`src/rtl/i2s_pkg.sv`:
```
// rtl/i2s_pkg.sv - shared I2S encodings, receiver state type and length decode
package i2s_pkg;

  // Data length select encodings
  localparam logic [1:0] I2S_DAL_8_BITS  = 2'b00;
  localparam logic [1:0] I2S_DAL_16_BITS = 2'b01;
  localparam logic [1:0] I2S_DAL_24_BITS = 2'b10;
  localparam logic [1:0] I2S_DAL_32_BITS = 2'b11;

  typedef enum logic [1:0] {
    IDLE  = 2'd0,
    ALIGN = 2'd1,
    SHIFT = 2'd2
  } rx_state_e;

  // Number of payload bits kept per word for a given length select
  function automatic logic [5:0] dal2len(input logic [1:0] dal);
    logic [5:0] len;
    case (dal)
      I2S_DAL_8_BITS:  len = 6'd8;
      I2S_DAL_16_BITS: len = 6'd16;
      I2S_DAL_24_BITS: len = 6'd24;
      I2S_DAL_32_BITS: len = 6'd32;
      default:         len = 6'd32;
    endcase
    return len;
  endfunction

endpackage

```
`src/rtl/i2s_sync_edge.sv`:
```
// rtl/i2s_sync_edge.sv - multi-flop synchronizer with rising-edge detect
module i2s_sync_edge #(
  parameter int SYNC_STAGES = 2
) (
  input  logic clk_i,
  input  logic rst_i,
  input  logic async_i,
  output logic sync_o,
  output logic rise_o
);

  logic [SYNC_STAGES-1:0] sync_q, sync_d;
  logic                   prev_q, prev_d;

  // Next state of the synchronizer chain and the one-cycle-delayed copy
  always_comb begin
    sync_d = {sync_q[SYNC_STAGES-2:0], async_i};
    prev_d = sync_q[SYNC_STAGES-1];
  end

  // Register the chain; everything cleared on reset
  always_ff @(posedge clk_i) begin
    if (rst_i) begin
      sync_q <= '0;
      prev_q <= 1'b0;
    end else begin
      sync_q <= sync_d;
      prev_q <= prev_d;
    end
  end

  assign sync_o = sync_q[SYNC_STAGES-1];
  assign rise_o = sync_q[SYNC_STAGES-1] & ~prev_q;

endmodule

```
`src/rtl/i2s_rx_deser.sv`:
```
// rtl/i2s_rx_deser.sv - I2S target receiver, Philips format; I2S_RX_LJ_EN selects left-justified
module i2s_rx_deser
  import i2s_pkg::*;
#(
  parameter int SYNC_STAGES = 2,
  parameter int DATA_WIDTH  = 32
) (
  input  logic                  clk_i,
  input  logic                  rst_i,
  input  logic                  en_i,
  input  logic [1:0]            dal_i,
  input  logic                  i2s_sck_i,
  input  logic                  i2s_ws_i,
  input  logic                  i2s_sd_i,
  output logic                  smp_valid_o,
  input  logic                  smp_ready_i,
  output logic [DATA_WIDTH-1:0] smp_data_o,
  output logic                  smp_chl_o,
  output logic                  ovf_o,
  input  logic                  ovf_clr_i,
  output logic                  busy_o
);

  logic sck_s, sck_rise, ws_s, ws_rise_unused;
  logic [SYNC_STAGES-1:0] sd_sync_q, sd_sync_d;
  logic sd_s;

  i2s_sync_edge #(.SYNC_STAGES(SYNC_STAGES)) u_sck_sync (
    .clk_i   (clk_i),
    .rst_i   (rst_i),
    .async_i (i2s_sck_i),
    .sync_o  (sck_s),
    .rise_o  (sck_rise)
  );

  i2s_sync_edge #(.SYNC_STAGES(SYNC_STAGES)) u_ws_sync (
    .clk_i   (clk_i),
    .rst_i   (rst_i),
    .async_i (i2s_ws_i),
    .sync_o  (ws_s),
    .rise_o  (ws_rise_unused)
  );

  // Serial data only needs the same delay as sck/ws, no edge detect
  always_comb sd_sync_d = {sd_sync_q[SYNC_STAGES-2:0], i2s_sd_i};
  assign sd_s = sd_sync_q[SYNC_STAGES-1];

  // Receive state, shift register and the one-cycle emit stage
  rx_state_e             state_q, state_d;
  logic [5:0]            bit_cnt_q, bit_cnt_d;
  logic [DATA_WIDTH-1:0] shreg_q, shreg_d;
  logic                  chl_q, chl_d;
  logic                  ws_last_q, ws_last_d;
  logic                  emit_q, emit_d;
  logic [DATA_WIDTH-1:0] emit_data_q, emit_data_d;
  logic                  emit_chl_q, emit_chl_d;

  // Output register and sticky overrun
  logic                  valid_q, valid_d;
  logic [DATA_WIDTH-1:0] data_q, data_d;
  logic                  out_chl_q, out_chl_d;
  logic                  ovf_q, ovf_d;

  logic                  ws_chg;
  logic                  new_chl;
  logic [5:0]            len;
  logic [DATA_WIDTH-1:0] sh_f;
  logic [5:0]            cnt_f;
  logic                  drop;

  assign ws_chg = sck_s & (ws_s != ws_last_q);
  assign len    = dal2len(dal_i);

`ifdef I2S_RX_LJ_EN
  assign new_chl = ~ws_s;
`else
  assign new_chl = ws_s;
`endif

  // Framing FSM: align on the first WS change, shift MSB-first, emit on every later WS change
  always_comb begin
    state_d     = state_q;
    bit_cnt_d   = bit_cnt_q;
    shreg_d     = shreg_q;
    chl_d       = chl_q;
    ws_last_d   = sck_rise ? ws_s : ws_last_q;
    emit_d      = 1'b0;
    emit_data_d = emit_data_q;
    emit_chl_d  = emit_chl_q;
    sh_f        = shreg_q;
    cnt_f       = bit_cnt_q;

    case (state_q)
      IDLE: begin
        bit_cnt_d = '0;
        shreg_d   = '0;
        if (en_i) state_d = ALIGN;
      end
      ALIGN: begin
        bit_cnt_d = '0;
        shreg_d   = '0;
        if (sck_rise && ws_chg) begin
          state_d = SHIFT;
          chl_d   = new_chl;
`ifdef I2S_RX_LJ_EN
          // The MSB arrives together with the WS change
          bit_cnt_d = 6'd1;
          shreg_d   = {{(DATA_WIDTH-1){1'b0}}, sd_s};
`endif
        end
      end
      SHIFT: begin
        if (sck_rise) begin
          if (!ws_chg) begin
            if (bit_cnt_q < len) begin
              shreg_d   = {shreg_q[DATA_WIDTH-2:0], sd_s};
              bit_cnt_d = bit_cnt_q + 6'd1;
            end
          end else begin
`ifndef I2S_RX_LJ_EN
            // One-bit delay: this bit is still the LSB of the word being closed
            if (bit_cnt_q < len) begin
              sh_f  = {shreg_q[DATA_WIDTH-2:0], sd_s};
              cnt_f = bit_cnt_q + 6'd1;
            end
`endif
            emit_d      = 1'b1;
            emit_data_d = sh_f << (len - cnt_f);
            emit_chl_d  = chl_q;
            chl_d       = new_chl;
`ifdef I2S_RX_LJ_EN
            bit_cnt_d = 6'd1;
            shreg_d   = {{(DATA_WIDTH-1){1'b0}}, sd_s};
`else
            bit_cnt_d = '0;
            shreg_d   = '0;
`endif
          end
        end
      end
      default: state_d = IDLE;
    endcase

    // Disable aborts any word in progress; an emit already registered still lands
    if (!en_i) begin
      state_d   = IDLE;
      bit_cnt_d = '0;
      shreg_d   = '0;
      emit_d    = 1'b0;
    end
  end

  // Output holding register: accept when empty or draining, otherwise drop and flag overrun
  always_comb begin
    valid_d   = valid_q & ~smp_ready_i;
    data_d    = data_q;
    out_chl_d = out_chl_q;
    drop      = 1'b0;
    if (emit_q) begin
      if (!valid_q || smp_ready_i) begin
        valid_d   = 1'b1;
        data_d    = emit_data_q;
        out_chl_d = emit_chl_q;
      end else begin
        drop = 1'b1;
      end
    end
    ovf_d = drop | (ovf_q & ~ovf_clr_i);
  end

  // All state registers with synchronous reset
  always_ff @(posedge clk_i) begin
    if (rst_i) begin
      sd_sync_q   <= '0;
      state_q     <= IDLE;
      bit_cnt_q   <= '0;
      shreg_q     <= '0;
      chl_q       <= 1'b0;
      ws_last_q   <= 1'b0;
      emit_q      <= 1'b0;
      emit_data_q <= '0;
      emit_chl_q  <= 1'b0;
      valid_q     <= 1'b0;
      data_q      <= '0;
      out_chl_q   <= 1'b0;
      ovf_q       <= 1'b0;
    end else begin
      sd_sync_q   <= sd_sync_d;
      state_q     <= state_d;
      bit_cnt_q   <= bit_cnt_d;
      shreg_q     <= shreg_d;
      chl_q       <= chl_d;
      ws_last_q   <= ws_last_d;
      emit_q      <= emit_d;
      emit_data_q <= emit_data_d;
      emit_chl_q  <= emit_chl_d;
      valid_q     <= valid_d;
      data_q      <= data_d;
      out_chl_q   <= out_chl_d;
      ovf_q       <= ovf_d;
    end
  end

  assign smp_valid_o = valid_q;
  assign smp_data_o  = data_q;
  assign smp_chl_o   = out_chl_q;
  assign ovf_o       = ovf_q;
  assign busy_o      = (state_q != IDLE);

endmodule

```
`config.mk`:
```
export PLATFORM = sky130hd
export DESIGN_NAME = i2s_rx_deser
export DESIGN_NICKNAME = d
export VERILOG_FILES = /design/src/rtl/i2s_pkg.sv /design/src/rtl/i2s_sync_edge.sv /design/src/rtl/i2s_rx_deser.sv
export SDC_FILE = /design/constraint.sdc
export NUM_CORES = 1
export LEC_CHECK = 0
export CAP_MARGIN = 20
export CORE_UTILIZATION = 31
export CTS_CLUSTER_DIAMETER = 80
export DETAILED_ROUTE_END_ITERATION = 6
export SETUP_SLACK_MARGIN = 0.05
export SLEW_MARGIN = 25
export SYNTH_ARGS = -nofsm -noshare
export SYNTH_HDL_FRONTEND = slang
export SYNTH_SLANG_ARGS = --single-unit
```
`constraint.sdc`:
```
create_clock -name clk_i -period 5.3 [get_ports clk_i]
set_clock_uncertainty 0.05 [all_clocks]
set_input_delay 1.06 -clock clk_i [delete_from_list [all_inputs] [get_ports clk_i]]
set_output_delay 1.06 -clock clk_i [all_outputs]
set_load 0.01 [all_outputs]
```
==> results of run 1 <==
-- cells in the mapped netlist, types with 5 or more instances --
| cell type | n | area [µm²] |
|---|---|---|
| nand3_1 | 15 | 75.1 |
| nor2_1 | 68 | 255 |
| a21oi_1 | 54 | 270 |
| dfxtp_1 | 118 | 2360 |
| nand2_1 | 131 | 492 |
| a2bb2oi_1 | 5 | 43.8 |
| and2_1 | 6 | 37.5 |
| buf_2 | 11 | 55.1 |
| and3_1 | 12 | 75.1 |
| nor3_1 | 12 | 60.1 |
| mux2i_1 | 77 | 771 |
| a22oi_1 | 45 | 338 |
| o211ai_1 | 9 | 67.6 |
| o21ai_1 | 10 | 50.1 |
| inv_1 | 8 | 30.0 |
| clkbuf_1 | 35 | 131 |
| xnor2_1 | 6 | 52.6 |
| buf_4 | 8 | 60.1 |
| mux2_2 | 9 | 101 |
| o21ai_0 | 26 | 130 |
| a221o_1 | 5 | 50.1 |
| ha_1 | 8 | 100 |
| nor2b_1 | 12 | 75.1 |
| a32oi_1 | 5 | 43.8 |
-- how the worst max path moves through the flow --
stage	end	start	slack, ps
after floorplan	emit_data_q[28]	dal_i[0]	550
after detailed placement	emit_data_q[28]	dal_i[1]	150
after global routing	emit_data_q[30]	dal_i[1]	370
final	emit_data_q[28]	dal_i[1]	570
after global placement	emit_data_q[28]	dal_i[1]	230
after CTS	emit_data_q[28]	dal_i[1]	590
-- critical path, stage by stage --
cell             delay (ps)
clkdlybuf4s50_1         500
inv_1                    50
ha_1                    300
inv_1                    50
ha_1                    190
a21oi_2                 290
o21a_1                  200
nand3_1                 140
xor2_1                  180
ha_1                    370
nand4b_1                120
mux2i_1                 140
or4_4                   530
a211o_1                 300
buf_4                   230
nor2_8                  140
a22oi_1                 120
o311ai_1                100
-- final cells by class --
| type | instances | share of cell area [%] |
|---|---|---|
| multi-input combinational | 580 | 48.7 |
| sequential | 118 | 30.9 |
| timing repair buffer | 63 | 7.76 |
| clock buffer | 18 | 5.61 |
| tap | 270 | 4.42 |
| clock inverter | 13 | 2.08 |
| inverter | 10 | 0.491 |
-- power groups by stage --
stage / clock network (mW) / logic (mW) / registers [mW]
6_report: 1.16 / 0.182 / 0.892
3_3_place_gp: 0 / 0.182 / 0.911
3_5_place_dp: 0 / 0.181 / 0.911
2_1_floorplan: 0 / 0.141 / 0.911
5_1_grt: 1.22 / 0.198 / 0.892
4_1_cts: 1.18 / 0.182 / 0.892
-- sequential cells by signal, indices dropped and copies added, names as in the netlist --
signal / flops
emit_data_q: 32
shreg_q: 32
smp_data_o: 32
bit_cnt_q: 6
sd_sync_q: 2
state_q: 2
u_sck_sync.sync_q: 2
u_ws_sync.sync_q: 2
chl_q: 1
emit_chl_q: 1
emit_q: 1
ovf_o: 1
smp_chl_o: 1
smp_valid_o: 1
u_sck_sync.prev_q: 1
ws_last_q: 1
-- routing by layer --
metal / vias up / wire length [µm]
met5: - / 0
met4: 0 / 269
met3: 19 / 491
met2: 88 / 7400
met1: 2638 / 8220
li1: 2804 / -
-- per-stage QoR --
| stage | util (%) | instance area [µm²] | hold slack (ps) | power [mW] |
|---|---|---|---|---|
| 2_1_floorplan | - | 6400 | 364 | 1.05 |
| 3_3_place_gp | 34.9 | 7060 | 366 | 1.09 |
| 3_5_place_dp | 34.9 | 7060 | 372 | 1.09 |
| 4_1_cts | 37.8 | 7650 | 382 | 2.26 |
| 5_1_grt | 37.8 | 7650 | 417 | 2.31 |
| 6_report | 37.8 | 7650 | 381 | 2.23 |
-- logic make-up (layout without fill, tap and decap cells) --
group,count (synthesis),in the layout,synth area share [%]
AND/OR/NAND/NOR,281,281,20.2
AO/OA/AOI/OAI,194,194,20.8
flip-flops,118,118,36.9
multiplexers,86,86,13.6
buffers and inverters,70,104,5.26
XOR/XNOR,11,11,1.72
adder cells (fa/ha/maj),8,8,1.56
-- placed cells by master, fill, tap and decap left out, types with 3 or more instances in the layout --
master / netlist / layout
a221oi_1: 4 / 4
a2bb2oi_1: 5 / 5
a32oi_1: 5 / 5
mux2_2: 9 / 9
clkinv_4: 0 / 3
clkbuf_16: 0 / 17
clkinv_2: 0 / 4
and2_1: 6 / 6
a211oi_1: 3 / 3
dfxtp_1: 118 / 117
o21ai_1: 10 / 9
xor2_1: 4 / 3
o211ai_1: 9 / 9
mux2i_1: 77 / 77
o221ai_1: 3 / 3
a221o_1: 5 / 5
a22oi_1: 45 / 45
a21oi_1: 54 / 54
inv_1: 8 / 8
o21ai_0: 26 / 26
nand2_1: 131 / 130
nand3_1: 15 / 15
or3_1: 3 / 3
nand3b_1: 3 / 3
and3_1: 12 / 12
clkinvlp_4: 0 / 3
nor3_1: 12 / 12
o2111ai_1: 3 / 3
buf_4: 8 / 17
ha_1: 8 / 8
nand4_1: 3 / 3
nor2b_1: 12 / 11
bufinv_16: 0 / 3
nor2_1: 68 / 67
clkdlybuf4s50_1: 0 / 44
xnor2_1: 6 / 6
==> out/metrics.yaml, run 1 <==
status: "finished clean"
ant_nets: 0
postSynthAreaPerCell_um2: 8.34
ys_warn_count: 0
drt_iter0_drc: 423
die_w_um: 146
r2r-start: "bit_cnt_q[5]"
hold_path_class: "flop to flop"
port-buffer-count: 45
netlist_area_um2: 6400
crit_fanout: 18
synth-async-reset-ratio_pct: 0
cp-start-kind: "input port"
drv_cap: 0
setup_viol: 0
pwr_density_cell_nw_per_um2: 292
intPower_mw: 1.69
grt.busiest_layer: "met2"
floorplan.initialDensity_pct: 31.6
place_congestion: 0.922
fin_crit_ps: 4730
insertion_delay_ps: 420
wl_um: 16400
antenna_found_initial: 0
vias: 5549
fp-row-count: 52
fillers: 2097
comb_power_share_pct: 8.2
worstPathArrival_ps: 5010
yosysUniqueCellTypes: 65
rsz0062_at_grt: "no"
switching_power_mw: 0.538
final.setup.worst_slack_ps: 571
finalCritPeriodShare_pct: 89.2
rrSetupSlack_ps: 1600
path_clk_slew_ps: 50
die_y_um: 146
regArea_um2: 2360
synth_nets: 786
cts_buffer_depth: 2
gr-usage-met3_pct: 2.95
tns_ps: 0
ios: 46
pre_cts_ws_ps: 152
cts_tree: "built"
endpoint_kind: "flop"
firstDrtPassIters: 5
seq_power_share_pct: 40.0
gr-usage-all-layers_pct: 16.0
n_antenna_cell: 0
drive_gt1_share_pct: 10.1
ys_seq_elements: 118
critPathRequiredTime_ps: 5580
grt_pass1_wl_um: 27300
synth_flop_cell: "dfxtp_1"
finalHoldViolations: 0
htree_levels: 4
dp_cells: 1041
clkPwrFrac_pct: 51.9
area_growth_pct: 19.4
dieArea_um2: 21200
drc: 0
routed_via_density: 5.18
maxSlewViolCount: 0
grtUsageMet1_pct: 22.2
hold_end: "u_sck_sync.sync_q[1]"
nNetsFinal: 808
min_from: "u_sck_sync.sync_q[0]"
cts_setup_buffers: 0
sw_frac_of_total_pct: 24.1
min_path_cells: 1
multiInputGateArea_um2: 3730
r2r-end: "emit_data_q[28]"
cts_made_buffers: 17
slew_headroom_pct: 34.0
cts_sinks: 118
crit_type: "input port to flop"
post_cts_resized: 0
grt_pass1_vias: 5087
cts-hold-fix-buffers: 0
ys_seq_area_share_pct: 36.9
instances_no_fill: 1072
core_area_um2: 20200
synth_edf_count: 0
synth_cells: 768
cts_root_buffer: "clkbuf_16"
routedWlPerCell_um: 15.3
cellLeakagePower_nw: 2.76
tightest_slew_ps: 987
met2_usage_pct: 24.5
r2r_cells: 14
grt_overflow: 0
grt_max_degree: 67
fmax_mhz: 211
hpwl_um: 11500
vdd_drop_max_mv: 0.183
(Power assumes the default switching activity.)
==> inputs of run 2 (changes only) <==
SKIP_CTS_REPAIR_TIMING = 1   (was unset)
SYNTH_HIERARCHICAL = 1   (was unset)
==> run 2 against run 1 <==
Compared with the run above:
- register-to-register slack lost 20 ps
- power grew 1.7%
- clock power is essentially flat
- global-route usage grew 1.2 points
- non-clock buffer count grew 20
- largest cell class unchanged
- largest power group unchanged
==> out/metrics.yaml, run 2 <==
status: "finished clean"
rsz0062_at_grt: "no"
final_cell_area_um2: 7890
cts_root_buffer: "clkbuf_16"
critPathBufInv: 3
maxSlewViolCount: 0
fillers: 2106
hpwl_um: 12600
die_y_um: 147
tightest_slew_ps: 1130
die_w_um: 147
antenna_found_initial: 0
insertion_delay_ps: 420
cts_tree: "built"
r2r-end: "emit_data_q[0]"
floorplan.initialDensity_pct: 31.8
tns_ps: 0
worstPathArrival_ps: 5140
area_growth_pct: 21.4
firstDrtPassIters: 5
vias: 5955
slowest_stage: "clkdlybuf4s50_1"
wl_um: 18000
finalPower_mw: 2.27
ant_nets: 0
final_cell_mix: "118 x dfxtp_1, 112 x nand2_1, 80 x nor2_1"
crit_type: "input port to flop"
routed_via_density: 5.38
vdd_drop_max_mv: 0.212
place_congestion: 0.913
r2r_cells: 14
synth_nets: 805
grt_overflow: 0
core_area_um2: 20400
fp-row-count: 52
r2r-start: "bit_cnt_q[5]"
crit_fanout: 14
instances_no_fill: 1106
dieArea_um2: 21600
hold_path_class: "flop to flop"
routedWlPerCell_um: 16.2
slew_headroom_pct: 23.7
fmax_mhz: 207
finalHoldViolations: 0
pwr_density_cell_nw_per_um2: 288
gr-usage-all-layers_pct: 17.2
critPathTopFamily: "simple AND/OR/NAND/NOR gates"
endpoint_kind: "flop"
postSynthAreaPerCell_um2: 8.26
dp_cells: 1074
fin_crit_ps: 4840
path_cells: "clkdlybuf4s50_1 > inv_1 > ha_1 > inv_1 > ha_1 > o211a_4 > nor2_1 > nand4_1 > xor2_1 > ha_1 > and2_1 > o211a_1 > a2111oi_4 > xnor3_1 > or3_4 > nor2_8 > nand3_2 > o21ai_1"
grt_pass1_wl_um: 29600
cts_buffer_depth: 2
critical_path.endpoint: "emit_data_q[0]"
ys_warn_count: 6
setup_viol: 0
drv_cap: 0
startpoint: "dal_i[0]"
finalCritPeriodShare_pct: 91.3
cp.depth: 18
cp-start-kind: "input port"
path_clk_slew_ps: 50
grt_max_degree: 50
htree_levels: 4
n_antenna_cell: 0
port-buffer-count: 45
rrSetupSlack_ps: 1580
drive_gt1_share_pct: 12.7
cts_sinks: 118
grt_pass1_vias: 5571
cp_slowest_stage_delay_ps: 500
nNetsFinal: 841
drt_iter0_drc: 432
critPathRequiredTime_ps: 5600
ios: 46
cpMostUsedCell: "ha_1"
cts_made_buffers: 17
mostFrequentLayoutCell: "dfxtp_1"
cellLeakagePower_nw: 2.94
netlist_area_um2: 6500
synth_cells: 787
dpl_cell_area_um2: 7290
drc: 0
[run 2: cell type report]
class                      instances  area (µm²)  share of cell area (%)
timing repair buffer              83         731                    9.26
clock inverter                    13         146                    1.85
tap                              270         338                    4.28
sequential                       118        2360                    29.9
inverter                          12        45.0                   0.571
clock buffer                      19         453                    5.74
multi-input combinational        591        3820                    48.4
[run 2: worst min-delay path by stage]
| stage | startpoint | end | slack (ps) | cells after the start |
|---|---|---|---|---|
| after floorplan | sd_sync_q[0] | sd_sync_q[1] | 360 | 1 |
| after global placement | sd_sync_q[0] | sd_sync_q[1] | 370 | 1 |
| after detailed placement | sd_sync_q[0] | sd_sync_q[1] | 370 | 1 |
| after CTS | u_ws_sync/sync_q[0] | u_ws_sync/sync_q[1] | 390 | 1 |
| after global routing | u_ws_sync/sync_q[0] | u_ws_sync/sync_q[1] | 410 | 1 |
| final | u_sck_sync/sync_q[0] | u_sck_sync/sync_q[1] | 390 | 1 |
[run 2: worst register-to-register path, stage by stage, from the launching register on]
cell	delay, ps
dfxtp_1	350
ha_1	380
a21o_1	210
nor2_1	120
nand4_1	130
xor2_1	190
ha_1	310
and2_1	180
o211a_1	140
a2111oi_4	330
xnor3_1	390
or3_4	450
nor2_8	180
nand3_2	120
o21ai_1	140
[run 2: stage by stage]
stage | util, % | hold slack [ps] | setup slack [ps]
after detailed placement | 35.7 | 375 | 32.1
after global placement | 35.7 | 367 | 65.1
final | 38.6 | 392 | 459
after floorplan | - | 364 | 160
after CTS | 38.6 | 395 | 453
after global routing | 38.6 | 410 | 194
[run 2: layer usage]
metal | vias to the layer above | share of wire [%] | global-route usage (%)
li1 | 2946 | - | -
met1 | 2809 | 48 | 23.8
met2 | 181 | 45 | 25.9
met3 | 19 | 5.6 | 4.47
met4 | 0 | 1.6 | 5.31
met5 | - | 0 | 0
[run 2: power by group]
| group | total, mW | leakage, nW | switching [mW] | internal, mW |
|---|---|---|---|---|
| registers | 0.892 | 0.952 | 0.00148 | 0.890 |
| clock network | 1.16 | 0.278 | 0.445 | 0.720 |
| logic | 0.214 | 1.71 | 0.134 | 0.0804 |
==> inputs of run 3 (changes only) <==
CAP_MARGIN = 40   (was 20)
==> run 3 against run 2 <==
Compared with the run above:
- count of clock-buffer cells in the layout unchanged
- largest power group unchanged
- combinational power about the same
- die area unchanged
- core utilization increased by 0.15 points
- first-iteration DRC count increased by 18%
- critical path depth unchanged
- register-to-register slack got worse by 50 ps
- maximum frequency shrank 0.88%
- clock power grew 4%
- global-route usage stayed put
- setup slack worse by 43 ps
- sequential power about the same
==> out/metrics.yaml, run 3 (same netlist as run 2, synthesis figures left out) <==
status: "finished clean"
crit_type: "input port to flop"
routed_via_density: 5.41
dp_cells: 1076
endpoint_kind: "flop"
routedWlPerCell_um: 16.3
critPathRequiredTime_ps: 5600
cts_tree: "built"
crit_fanout: 14
hold_path_class: "flop to flop"
grt_pass1_vias: 5648
pre_cts_ws_ps: 7.89
pwr_density_cell_nw_per_um2: 292
firstDrtPassIters: 5
mostFrequentLayoutCell: "dfxtp_1"
cellLeakagePower_nw: 2.97
dpl_cell_area_um2: 7310
vias: 5994
dieArea_um2: 21600
drt_iter0_drc: 508
tightest_slew_ps: 854
sw_frac_of_total_pct: 24.3
slew_headroom_pct: 42.5
hpwl_um: 12700
final.setup.worst_slack_ps: 416
grt_pass1_wl_um: 29700
final_cell_area_um2: 7930
cp_slowest_stage_delay_ps: 500
htree_levels: 4
finalCritPeriodShare_pct: 92.2
fp-row-count: 52
maxSlewViolCount: 0
area_growth_pct: 21.9
cpMostUsedCell: "ha_1"
insertion_delay_ps: 420
r2r-start: "bit_cnt_q[5]"
intPower_mw: 1.75
vdd_drop_max_mv: 0.216
ant_nets: 0
cts_made_buffers: 17
cts_buffer_depth: 2
antenna_found_initial: 0
finalHoldViolations: 0
fillers: 2095
final_cell_mix: "118 x dfxtp_1, 112 x nand2_1, 80 x nor2_1"
drc: 0
fmax_mhz: 205
core_area_um2: 20400
finalPower_mw: 2.32
ios: 46
drv_cap: 0
r2r-end: "emit_data_q[2]"
rrSetupSlack_ps: 1530
gr-usage-all-layers_pct: 17.2
cp-start-kind: "input port"
cts_root_buffer: "clkbuf_16"
fin_crit_ps: 4880
nNetsFinal: 843
min_from: "u_ws_sync/sync_q[0]"
instances_no_fill: 1108
tns_ps: 0
switching_power_mw: 0.563
wl_um: 18100
rsz0062_at_grt: "no"
seq_power_share_pct: 38.5
grt_max_degree: 50
die_w_um: 147
place_congestion: 0.913
final_util_pct: 38.8
slowest_stage: "clkdlybuf4s50_1"
hold_end: "u_ws_sync/sync_q[1]"
path_clk_slew_ps: 60
path_cells: "clkdlybuf4s50_1 > inv_1 > ha_1 > inv_1 > ha_1 > o211a_4 > nor2_1 > nand4_1 > xor2_1 > ha_1 > and2_1 > o211a_1 > a2111oi_4 > xnor3_1 > or3_4 > nor2_8 > nand3_2 > o21ai_1"
cts_sinks: 118
hold-worst-slack_ps: 388
floorplan.initialDensity_pct: 31.8
grt_overflow: 0
clkPwrFrac_pct: 52.2
comb_power_share_pct: 9.3
setup_viol: 0
worstPathArrival_ps: 5190
die_y_um: 147
port-buffer-count: 45
min_path_cells: 1
r2r_cells: 14
drive_gt1_share_pct: 12.6
n_antenna_cell: 0
run 3: cell count changes in the layout (fill, tap and decap cells not counted):
cell | before | now
clkinvlp_4 | 5 | 2
clkinv_2 | 1 | 4
inv_6 | 2 | 0
bufinv_16 | 2 | 4
buf_6 | 0 | 1
clkbuf_8 | 2 | 0
clkbuf_1 | 0 | 2
buf_2 | 1 | 2
run 3: layout make-up:
cell class	instances	area, µm²	share of cell area, %
multi-input combinational	591	3820	48.2
sequential	118	2360	29.8
timing repair buffer	85	747	9.43
clock buffer	19	433	5.46
tap	270	338	4.26
clock inverter	13	181	2.29
inverter	12	45.0	0.568
run 3: worst max-delay path by stage:
stage | startpoint | endpoint | slack [ps] | cells after the start
floorplan | dal_i[0] | emit_data_q[19] | 160 | 19
global placement | dal_i[0] | emit_data_q[2] | 70 | 18
detailed placement | dal_i[0] | emit_data_q[2] | 8 | 18
CTS | dal_i[0] | emit_data_q[2] | 430 | 18
global route | dal_i[0] | emit_data_q[1] | 150 | 18
finish | dal_i[0] | emit_data_q[2] | 420 | 18
run 3: per-layer routing:
metal  vias to the layer above  wire length (µm)  track usage [%]  part of all wire [%]
met5                         -                 0                0                     0
li1                       2948                 -                -                     -
met2                       171              8210             27.0                    45
met3                        17               916             3.54                   5.1
met1                      2858              8700             23.5                    48
met4                         0               258             5.31                   1.4
run 3: worst max-delay path: cells and delay by family:
kind | cells | cell delay [ps]
AOI/OAI and AO/OA | 4 | 790
adders and majority gates | 3 | 930
and+or+nand+nor | 6 | 1190
buffers and inverters | 3 | 620
xor gates and xnor gates | 2 | 590
run 3: power by group through the flow:
stage	logic, mW	clock network [mW]	registers [mW]
after CTS	0.212	1.23	0.892
after global placement	0.212	0	0.911
after global routing	0.231	1.27	0.892
after floorplan	0.145	0	0.910
after detailed placement	0.211	0	0.911
final	0.215	1.21	0.892
